**src/rtl/hazard_forward_unit.sv**
```systemverilog
// hazard_forward_unit
// EX-stage operand forwarding and hazard controller for the pipelined RV32 core.
// Each source in EX picks the youngest producer stage writing its register, and
// x0 is never forwarded. Load-use hazards insert 1+LOAD_EXTRA bubbles. A busy data
// memory freezes the whole pipeline and suspends any stall sequence in progress.
// Two saturating counters record bubble cycles and freeze cycles.
module hazard_forward_unit #(
  parameter  int REG_AW     = 5,
  parameter  int NUM_SRC    = 2,
  parameter  int FWD_STAGES = 2,
  parameter  int LOAD_EXTRA = 0,
  parameter  int CNT_W      = 16,
  localparam int SELW       = $clog2(FWD_STAGES + 1)
) (
  input  logic                         clk,
  input  logic                         rstn,
  input  logic [NUM_SRC*REG_AW-1:0]    ex_rs,
  input  logic [FWD_STAGES*REG_AW-1:0] stg_rd,
  input  logic [FWD_STAGES-1:0]        stg_regwrite,
  input  logic [NUM_SRC*REG_AW-1:0]    id_rs,
  input  logic [NUM_SRC-1:0]           id_rs_used,
  input  logic [REG_AW-1:0]            ex_rd,
  input  logic                         ex_regwrite,
  input  logic                         ex_memread,
  input  logic                         mem_busy,
  input  logic                         perf_clr,
  output logic [NUM_SRC*SELW-1:0]      fwd_sel,
  output logic                         hold_if,
  output logic                         flush_idex,
  output logic                         freeze_all,
  output logic [CNT_W-1:0]             lu_stall_cnt,
  output logic [CNT_W-1:0]             mem_stall_cnt
);

  typedef enum logic [1:0] {
    RUN      = 2'd0,
    LU_STALL = 2'd1,
    MEM_WAIT = 2'd2
  } state_t;

  state_t     state;
  state_t     resume;
  state_t     eval_state;
  logic [2:0] rem;
  logic       lu;

  // Per source, select the youngest matching producer stage (scan oldest first so younger overwrites).
  always_comb begin
    // NOTE: the output gets a default before any conditional update, so no latch is inferred.
    fwd_sel = '0;
    for (int i = 0; i < NUM_SRC; i++) begin
      for (int k = FWD_STAGES - 1; k >= 0; k--) begin
        if (rstn && stg_regwrite[k] &&
            (stg_rd[k*REG_AW +: REG_AW] == ex_rs[i*REG_AW +: REG_AW]) &&
            (ex_rs[i*REG_AW +: REG_AW] != '0)) begin
          fwd_sel[i*SELW +: SELW] = SELW'(k + 1);
        end
      end
    end
  end

  // Load-use detection: a load in EX writes a register that the ID instruction reads.
  always_comb begin
    lu = 1'b0;
    for (int i = 0; i < NUM_SRC; i++) begin
      if (id_rs_used[i] && (id_rs[i*REG_AW +: REG_AW] == ex_rd)) lu = 1'b1;
    end
    lu = lu && ex_memread && ex_regwrite && (ex_rd != '0);
  end

  // The cycle memory becomes ready, behave exactly as the state that was suspended.
  always_comb begin
    eval_state = state;
    if ((state == MEM_WAIT) && !mem_busy) eval_state = resume;
  end

  // Control outputs: freeze has priority, otherwise bubble while stalling or on a new hazard.
  always_comb begin
    hold_if    = 1'b0;
    flush_idex = 1'b0;
    freeze_all = 1'b0;
    if (rstn) begin
      if (mem_busy) begin
        freeze_all = 1'b1;
        hold_if    = 1'b1;
      end else if ((eval_state == LU_STALL) || ((eval_state == RUN) && lu)) begin
        hold_if    = 1'b1;
        flush_idex = 1'b1;
      end
    end
  end

  // Stall sequencer: remembers the state interrupted by a memory freeze and counts extra bubbles.
  always_ff @(posedge clk or negedge rstn) begin
    // NOTE: sequential state uses non-blocking assignments so every register samples pre-edge values.
    if (!rstn) begin
      state  <= RUN;
      resume <= RUN;
      rem    <= 3'd0;
    end else if (mem_busy) begin
      if (state != MEM_WAIT) begin
        resume <= state;
        state  <= MEM_WAIT;
      end
    end else begin
      case (eval_state)
        RUN: begin
          if (lu && (LOAD_EXTRA != 0)) begin
            state <= LU_STALL;
            rem   <= 3'(LOAD_EXTRA);
          end else begin
            state <= RUN;
          end
        end
        LU_STALL: begin
          rem <= rem - 3'd1;
          if (rem == 3'd1) state <= RUN;
          else             state <= LU_STALL;
        end
        default: state <= RUN;
      endcase
    end
  end

  // Bubble-cycle counter, saturating; clear wins over increment.
  always_ff @(posedge clk or negedge rstn) begin
    if (!rstn)                                  lu_stall_cnt <= '0;
    else if (perf_clr)                          lu_stall_cnt <= '0;
    else if (flush_idex && (lu_stall_cnt != '1)) lu_stall_cnt <= lu_stall_cnt + CNT_W'(1);
  end

  // Freeze-cycle counter, saturating; clear wins over increment.
  always_ff @(posedge clk or negedge rstn) begin
    if (!rstn)                                    mem_stall_cnt <= '0;
    else if (perf_clr)                            mem_stall_cnt <= '0;
    else if (freeze_all && (mem_stall_cnt != '1)) mem_stall_cnt <= mem_stall_cnt + CNT_W'(1);
  end

endmodule

```
**config.mk**
```make
export PLATFORM = sky130hd
export DESIGN_NAME = hazard_forward_unit
export DESIGN_NICKNAME = d
export VERILOG_FILES = /design/src/rtl/hazard_forward_unit.sv
export SDC_FILE = /design/constraint.sdc
export NUM_CORES = 1
export LEC_CHECK = 0
export CAP_MARGIN = 20
export CORE_MARGIN = 2
export CORE_UTILIZATION = 45
export CTS_CLUSTER_SIZE = 16
export DETAILED_ROUTE_END_ITERATION = 16
export DONT_BUFFER_PORTS = 1
export GPL_TIMING_DRIVEN = 0
export HOLD_SLACK_MARGIN = 0.08
export PLACE_DENSITY = 0.61
export SETUP_SLACK_MARGIN = 0.15
export SLEW_MARGIN = 20
export SYNTH_ARGS = -nofsm -noshare
export SYNTH_HDL_FRONTEND = slang
export SYNTH_SLANG_ARGS = --single-unit
```
**constraint.sdc**
```tcl
create_clock -name clk -period 3.8 [get_ports clk]
set_clock_uncertainty 0.1 [all_clocks]
set_input_delay 0.76 -clock clk [delete_from_list [all_inputs] [get_ports clk]]
set_output_delay 0.76 -clock clk [all_outputs]
set_load 0.02 [all_outputs]
```
==> flow_metrics.env, run 1 <==
export IMPL_tns_ns=0
export IMPL_cts_sinks=39
export IMPL_post_cts_repair_setup_buffers=0
export IMPL_final_period_utilization_pct=85.2
export IMPL_dieWidth_um=77.8
export IMPL_maxSlewViolCount=0
export IMPL_yosys_warnings=0
export IMPL_crit_fanout=3
export IMPL_clkSlewWorstSetupHoldPaths_ns=0.08
export IMPL_synth_main_ff_cell="dfrtp_1"
export IMPL_synth_seq_cells=39
export IMPL_routedWlPerCell_um=15.3
export IMPL_drive_above_1_share_pct=7.50
export IMPL_drv_cap=0
export IMPL_setup_viol=0
export IMPL_ctsHtreeMaxLevel=2
export IMPL_p_per_area_nw_per_um2=342
export IMPL_die_area_um2=6050
export IMPL_hold_viol=0
export IMPL_synth_edf_count=0
export IMPL_io_buffer_count=0
export IMPL_coreArea_um2=5170
export IMPL_netlist_instances=271
export IMPL_num_vias=1982
export IMPL_diodes=0
export IMPL_finalCriticalPeriod_ns=3.24
export IMPL_ctsResizeCount=0
export IMPL_avgSynthCellArea_um2=9.04
export IMPL_synth_compound_area_share_pct=11.0
export IMPL_r2r_start="lu_stall_cnt[0]$_DFFE_PN0P_"
export IMPL_clk_latency_ns=0.29
export IMPL_worst_pin_slew_ns=0.920
export IMPL_antenna_left=0
export IMPL_hold_buffers=1
export IMPL_p_sw_share_pct=25.0
export IMPL_grtUsageMet2_pct=30.7
export IMPL_pwr_share_seq_pct=49.4
export IMPL_drtIter0Drc=115
export IMPL_start_util_pct=47.4
export IMPL_cts_max_path_buffers=2
export IMPL_netlist_area_um2=2450
export IMPL_grt_util_met1_pct=23.1
export IMPL_dpl_worst_slack_ns=0.562
export IMPL_cts_tree="yes"
export IMPL_required_ns=2.94
export IMPL_combPwrFrac_pct=12.3
export IMPL_busiest_layer="met2"
export IMPL_r2r_end="lu_stall_cnt[1]$_DFFE_PN0P_"
export IMPL_fin_ws_ns=0.561
export IMPL_synthArstFlopShare_pct=100
export IMPL_max_slew_margin_pct=38.1
export IMPL_antenna_found_initial=0
export IMPL_synthAdderAreaFrac_pct=2.04
export IMPL_synthSimpleGateAreaFrac_pct=25.1
export IMPL_drtPass1Iterations=5
export IMPL_routabilityCongestion=0.791
export IMPL_power_leakage_nw=1.06
export IMPL_wl_um=5350
export IMPL_vias_per_cell=5.66
export IMPL_ioPinCount=84
export IMPL_synthDistinctLibCells=39
export IMPL_r2r_cells=9
export IMPL_fmax_ghz=0.309
export IMPL_synth_nets=320
export IMPL_root_buffer="clkbuf_8"
export IMPL_grt_max_degree=40
export IMPL_drc_errors=0
export IMPL_cp_data_arrival_time_ns=2.38
export IMPL_fin_nets=328
export IMPL_power_ir_vdd_worst_uv=156
export IMPL_die_h_um=77.8
export IMPL_grt_use_met3_pct=6.86
export IMPL_p_switching_mw=0.228
export IMPL_rsz0062_at_grt="false"
export IMPL_numCtsBuffers=5
export IMPL_p_int_mw=0.684
export IMPL_crit_start="ex_rs[6]"
export IMPL_rrSetupSlack_ns=1.28
export IMPL_holdCritPathClass="in -> async"
export IMPL_pwr_share_clk_pct=38.3
export IMPL_grt_overflow=0
export IMPL_endpoint_kind="primary output"
export IMPL_synthMuxAreaShare_pct=1.28
export IMPL_criticalPathCategory="in -> out"
export IMPL_area_growth_syn_to_layout_pct=8.98
export IMPL_grt_pass1_vias=1966
export IMPL_grt_pass1_wl_um=9080
export IMPL_start_kind="input port"
export IMPL_synth_xor_area_share_pct=17.2
export IMPL_status="finished, final reports clean"
export IMPL_grt_usage_pct=18.7
export IMPL_synth_top_family_by_area="simple AND/OR/NAND/NOR gates"
export IMPL_core_rowCount=26
export IMPL_ys_seq_area_share_pct=39.8
export IMPL_dp_hpwl_um=3870
-- registers in the layout (all words and copies together) (netlist names) --
name / flops
mem_stall_cnt: 16
rem: 3
resume: 2
state: 2
lu_stall_cnt: 16
-- cells by family after synthesis --
kind of cell             Yosys count
AO/OA/AOI/OAI                     44
adder cells (fa/ha/maj)            4
AND/OR/NAND/NOR                  114
multiplexers                       3
flip-flops                        39
buffers and inverters             19
XOR/XNOR                          48
-- synthesized netlist by cell type (all sizes together), types with 3 or more instances --
cell / n / area (µm²)
a21oi: 22 / 114
and2: 3 / 18.8
and3: 6 / 37.5
and4: 6 / 57.6
buf: 7 / 43.8
clkbuf: 4 / 15.0
dfrtp: 39 / 976
ha: 4 / 50.1
inv: 8 / 30.0
nand2: 22 / 85.1
nand3: 11 / 55.1
nand4: 14 / 87.6
nor2: 25 / 93.8
nor3: 5 / 25.0
o21ai: 11 / 55.1
o31ai: 4 / 30.0
or3: 11 / 68.8
or4: 6 / 45.0
xnor2: 36 / 315
xor2: 12 / 105
-- layer usage --
metal  vias to the layer above  wire, µm
met5                         -         0
met4                         0        56
met3                         6       385
met2                        66      2580
met1                       938      2330
li1                        972         -
-- worst max-delay path, cell delays in order --
cell and delay, ns:
or4_1 0.51, nor2_1 0.14, nor3_1 0.15, nor4_1 0.81
-- stage by stage --
step	area (µm²)	hold slack, ns	power (mW)	utilization, %	std cells
3_5_place_dp	2540	0.363	0.563	49.1	341
2_1_floorplan	2450	0.345	0.545	-	271
5_1_grt	2670	0.201	0.967	51.6	350
3_3_place_gp	2540	0.363	0.562	49.1	341
4_1_cts	2670	0.207	0.927	51.6	350
6_report	2670	0.198	0.913	51.6	350
-- layout by cell type, fill, tap and decap left out, drive strengths merged, types with 11 or more instances in the layout --
cell type | synthesis | routed
o21ai | 11 | 11
dfrtp | 39 | 39
nand3 | 11 | 11
nand2 | 22 | 22
a21oi | 22 | 22
or3 | 11 | 11
xor2 | 12 | 12
xnor2 | 36 | 36
nor2 | 25 | 25
nand4 | 14 | 14
-- power by group through the flow --
stage	Combinational, mW	Sequential (mW)	Clock (mW)
finish	0.112	0.451	0.350
floorplan	0.0891	0.456	0
CTS	0.115	0.452	0.361
global route	0.133	0.454	0.380
detailed placement	0.104	0.459	0
global placement	0.103	0.459	0
-- worst max-delay path by stage --
stage / endpoint / slack [ns] / depth (start not counted)
after global routing: fwd_sel[3] / 0.44 / 4
after CTS: fwd_sel[3] / 0.56 / 4
final: fwd_sel[3] / 0.56 / 4
after detailed placement: fwd_sel[3] / 0.56 / 4
after global placement: fwd_sel[3] / 0.58 / 4
after floorplan: fwd_sel[1] / 0.68 / 4
-- layout make-up --
type,instances,area [µm²]
Inverter,8,30.0
Tap cell,70,87.6
Timing Repair Buffer,1,20.0
Clock buffer,5,68.8
Fill cell,482,2500
Clock inverter,3,43.8
Sequential cell,39,976
Multi-Input combinational cell,213,1390
Buffer,11,58.8
Note: power is estimated with default switching activity, not from simulation.
==> run 2: changes to the inputs <==
CTS_CLUSTER_SIZE = not set   (was 16)
GPL_ROUTABILITY_DRIVEN = 0   (was not set)
clock period = 4.2 ns   (was 3.8 ns; I/O delays follow)
==> flow_metrics.env, run 2 (synthesized netlist as in run 1, its figures left out) <==
export IMPL_status="finished, final reports clean"
export IMPL_setup_viol=0
export IMPL_crit_chain="or4_1 > nor2_1 > nor3_1 > nor4_1"
export IMPL_critPathTopFamily="simple AND/OR/NAND/NOR gates"
export IMPL_diodes=0
export IMPL_cts_max_path_buffers=2
export IMPL_cp_data_arrival_time_ns=2.46
export IMPL_drc_errors=0
export IMPL_grtUsageMet2_pct=30.4
export IMPL_routedWlPerCell_um=15.2
export IMPL_numCtsBuffers=5
export IMPL_required_ns=3.26
export IMPL_max_stage_delay_ns=0.81
export IMPL_grt_pass1_vias=1951
export IMPL_root_buffer="clkbuf_8"
export IMPL_start_kind="input port"
export IMPL_crit_fanout=3
export IMPL_hold_buffers=0
export IMPL_dieWidth_um=77.8
export IMPL_cts_tree="yes"
export IMPL_drtPass1Iterations=4
export IMPL_critPathBufInv=0
export IMPL_area_growth_syn_to_layout_pct=8.17
export IMPL_core_rowCount=26
export IMPL_ctsResizeCount=0
export IMPL_clk_latency_ns=0.29
export IMPL_antenna_found_initial=0
export IMPL_final_util_pct=51.3
export IMPL_max_slew_margin_pct=38.1
export IMPL_dp_hpwl_um=3870
export IMPL_drive_above_1_share_pct=7.17
export IMPL_ctsHtreeMaxLevel=2
export IMPL_num_vias=1967
export IMPL_wl_um=5310
export IMPL_start_util_pct=47.4
export IMPL_fmax_ghz=0.294
export IMPL_holdCritPathClass="in -> async"
export IMPL_criticalPathCategory="in -> out"
export IMPL_grt_max_degree=41
export IMPL_io_buffer_count=0
export IMPL_hold_viol=0
export IMPL_final_period_utilization_pct=80.9
export IMPL_power_ir_vdd_worst_uv=141
export IMPL_grt_use_met3_pct=6.86
export IMPL_cp_slowest_cell="nor4_1"
export IMPL_busiest_layer="met2"
export IMPL_top_regs="lu_stall_cnt (16), mem_stall_cnt (16), rem (3)"
export IMPL_post_cts_repair_setup_buffers=0
export IMPL_grt_usage_pct=18.4
export IMPL_cts_sinks=39
export IMPL_rsz0062_at_grt="false"
export IMPL_antenna_left=0
export IMPL_power_leakage_nw=1.05
export IMPL_grt_overflow=0
export IMPL_clkSlewWorstSetupHoldPaths_ns=0.09
export IMPL_final_cell_mix="dfrtp_1, xnor2_1, nor2_1"
export IMPL_final_common_cell="dfrtp_1"
export IMPL_tns_ns=0
export IMPL_finalCriticalPeriod_ns=3.40
export IMPL_die_area_um2=6050
export IMPL_maxSlewViolCount=0
export IMPL_endpoint_kind="primary output"
export IMPL_grt_pass1_wl_um=8980
export IMPL_p_per_area_nw_per_um2=309
export IMPL_ioPinCount=84
export IMPL_nFillCells=481
export IMPL_coreArea_um2=5170
export IMPL_fin_nets=327
export IMPL_grt_util_met1_pct=22.5
export IMPL_worst_pin_slew_ns=0.920
export IMPL_drv_cap=0
export IMPL_vias_per_cell=5.64
export IMPL_die_h_um=77.8
export IMPL_drtIter0Drc=126
## run 2: changes by cell type in the layout (fill, tap and decap cells not counted), sizes merged
| cell | previous run | this run |
|---|---|---|
| buf | 8 | 7 |
## run 2: through the flow
stage	hold slack [ns]	cells	total power, mW	area (µm²)	setup WS (ns)
floorplan	0.345	271	0.493	2450	0.920
global placement	0.363	341	0.508	2540	0.815
detailed placement	0.363	341	0.509	2540	0.802
CTS	0.123	349	0.829	2650	0.802
global route	0.108	349	0.864	2650	0.679
finish	0.131	349	0.820	2650	0.801
## run 2: area by class of cell
type / count / area [µm²] / share of cell area (%)
inverters: 8 / 30.0 / 1.13
flip-flops and latches: 39 / 976 / 36.8
multi-input cells: 213 / 1390 / 52.3
clock inverters: 3 / 43.8 / 1.65
plain buffers: 11 / 58.8 / 2.22
clock buffers: 5 / 68.8 / 2.60
well taps: 70 / 87.6 / 3.30
## run 2: where the power goes
part           internal [mW]  switching (mW)
combinational         0.0469          0.0452
clock                  0.177           0.142
sequential             0.393          0.0149
## run 2: worst reg2reg max path, stage by stage (launching register included)
cell and delay, ns:
dfrtp_1 0.58, ha_1 0.28, and4_1 0.22, a41oi_2 0.14, and3_1 0.20, a21oi_1 0.22, buf_4 0.21, buf_4 0.20
mux2i_1 0.19, nor2_1 0.05
## run 2: path summary, 6_finish.rpt
check                                       startpoint                             to  slack [ns]  depth (start not counted)
max                                           ex_rs[6]                     fwd_sel[3]        0.80                          4
min                                               rstn  mem_stall_cnt[12]$_DFFE_PN0P_        0.13                          0
max reg2reg                lu_stall_cnt[0]$_DFFE_PN0P_    lu_stall_cnt[1]$_DFFE_PN0P_        1.68                          9
min reg2reg                         rem[2]$_DFFE_PN0P_             rem[2]$_DFFE_PN0P_        0.37                          1
max in group asynchronous                         rstn    lu_stall_cnt[6]$_DFFE_PN0P_        3.77                          0
min in group clk                    rem[2]$_DFFE_PN0P_             rem[2]$_DFFE_PN0P_        0.37                          1
## run 2: layer usage
| metal | part of all wire, % | vias to the layer above |
|---|---|---|
| li1 | - | 967 |
| met1 | 43 | 933 |
| met2 | 49 | 61 |
| met3 | 7.6 | 6 |
| met4 | 1.0 | 0 |
| met5 | 0 | - |
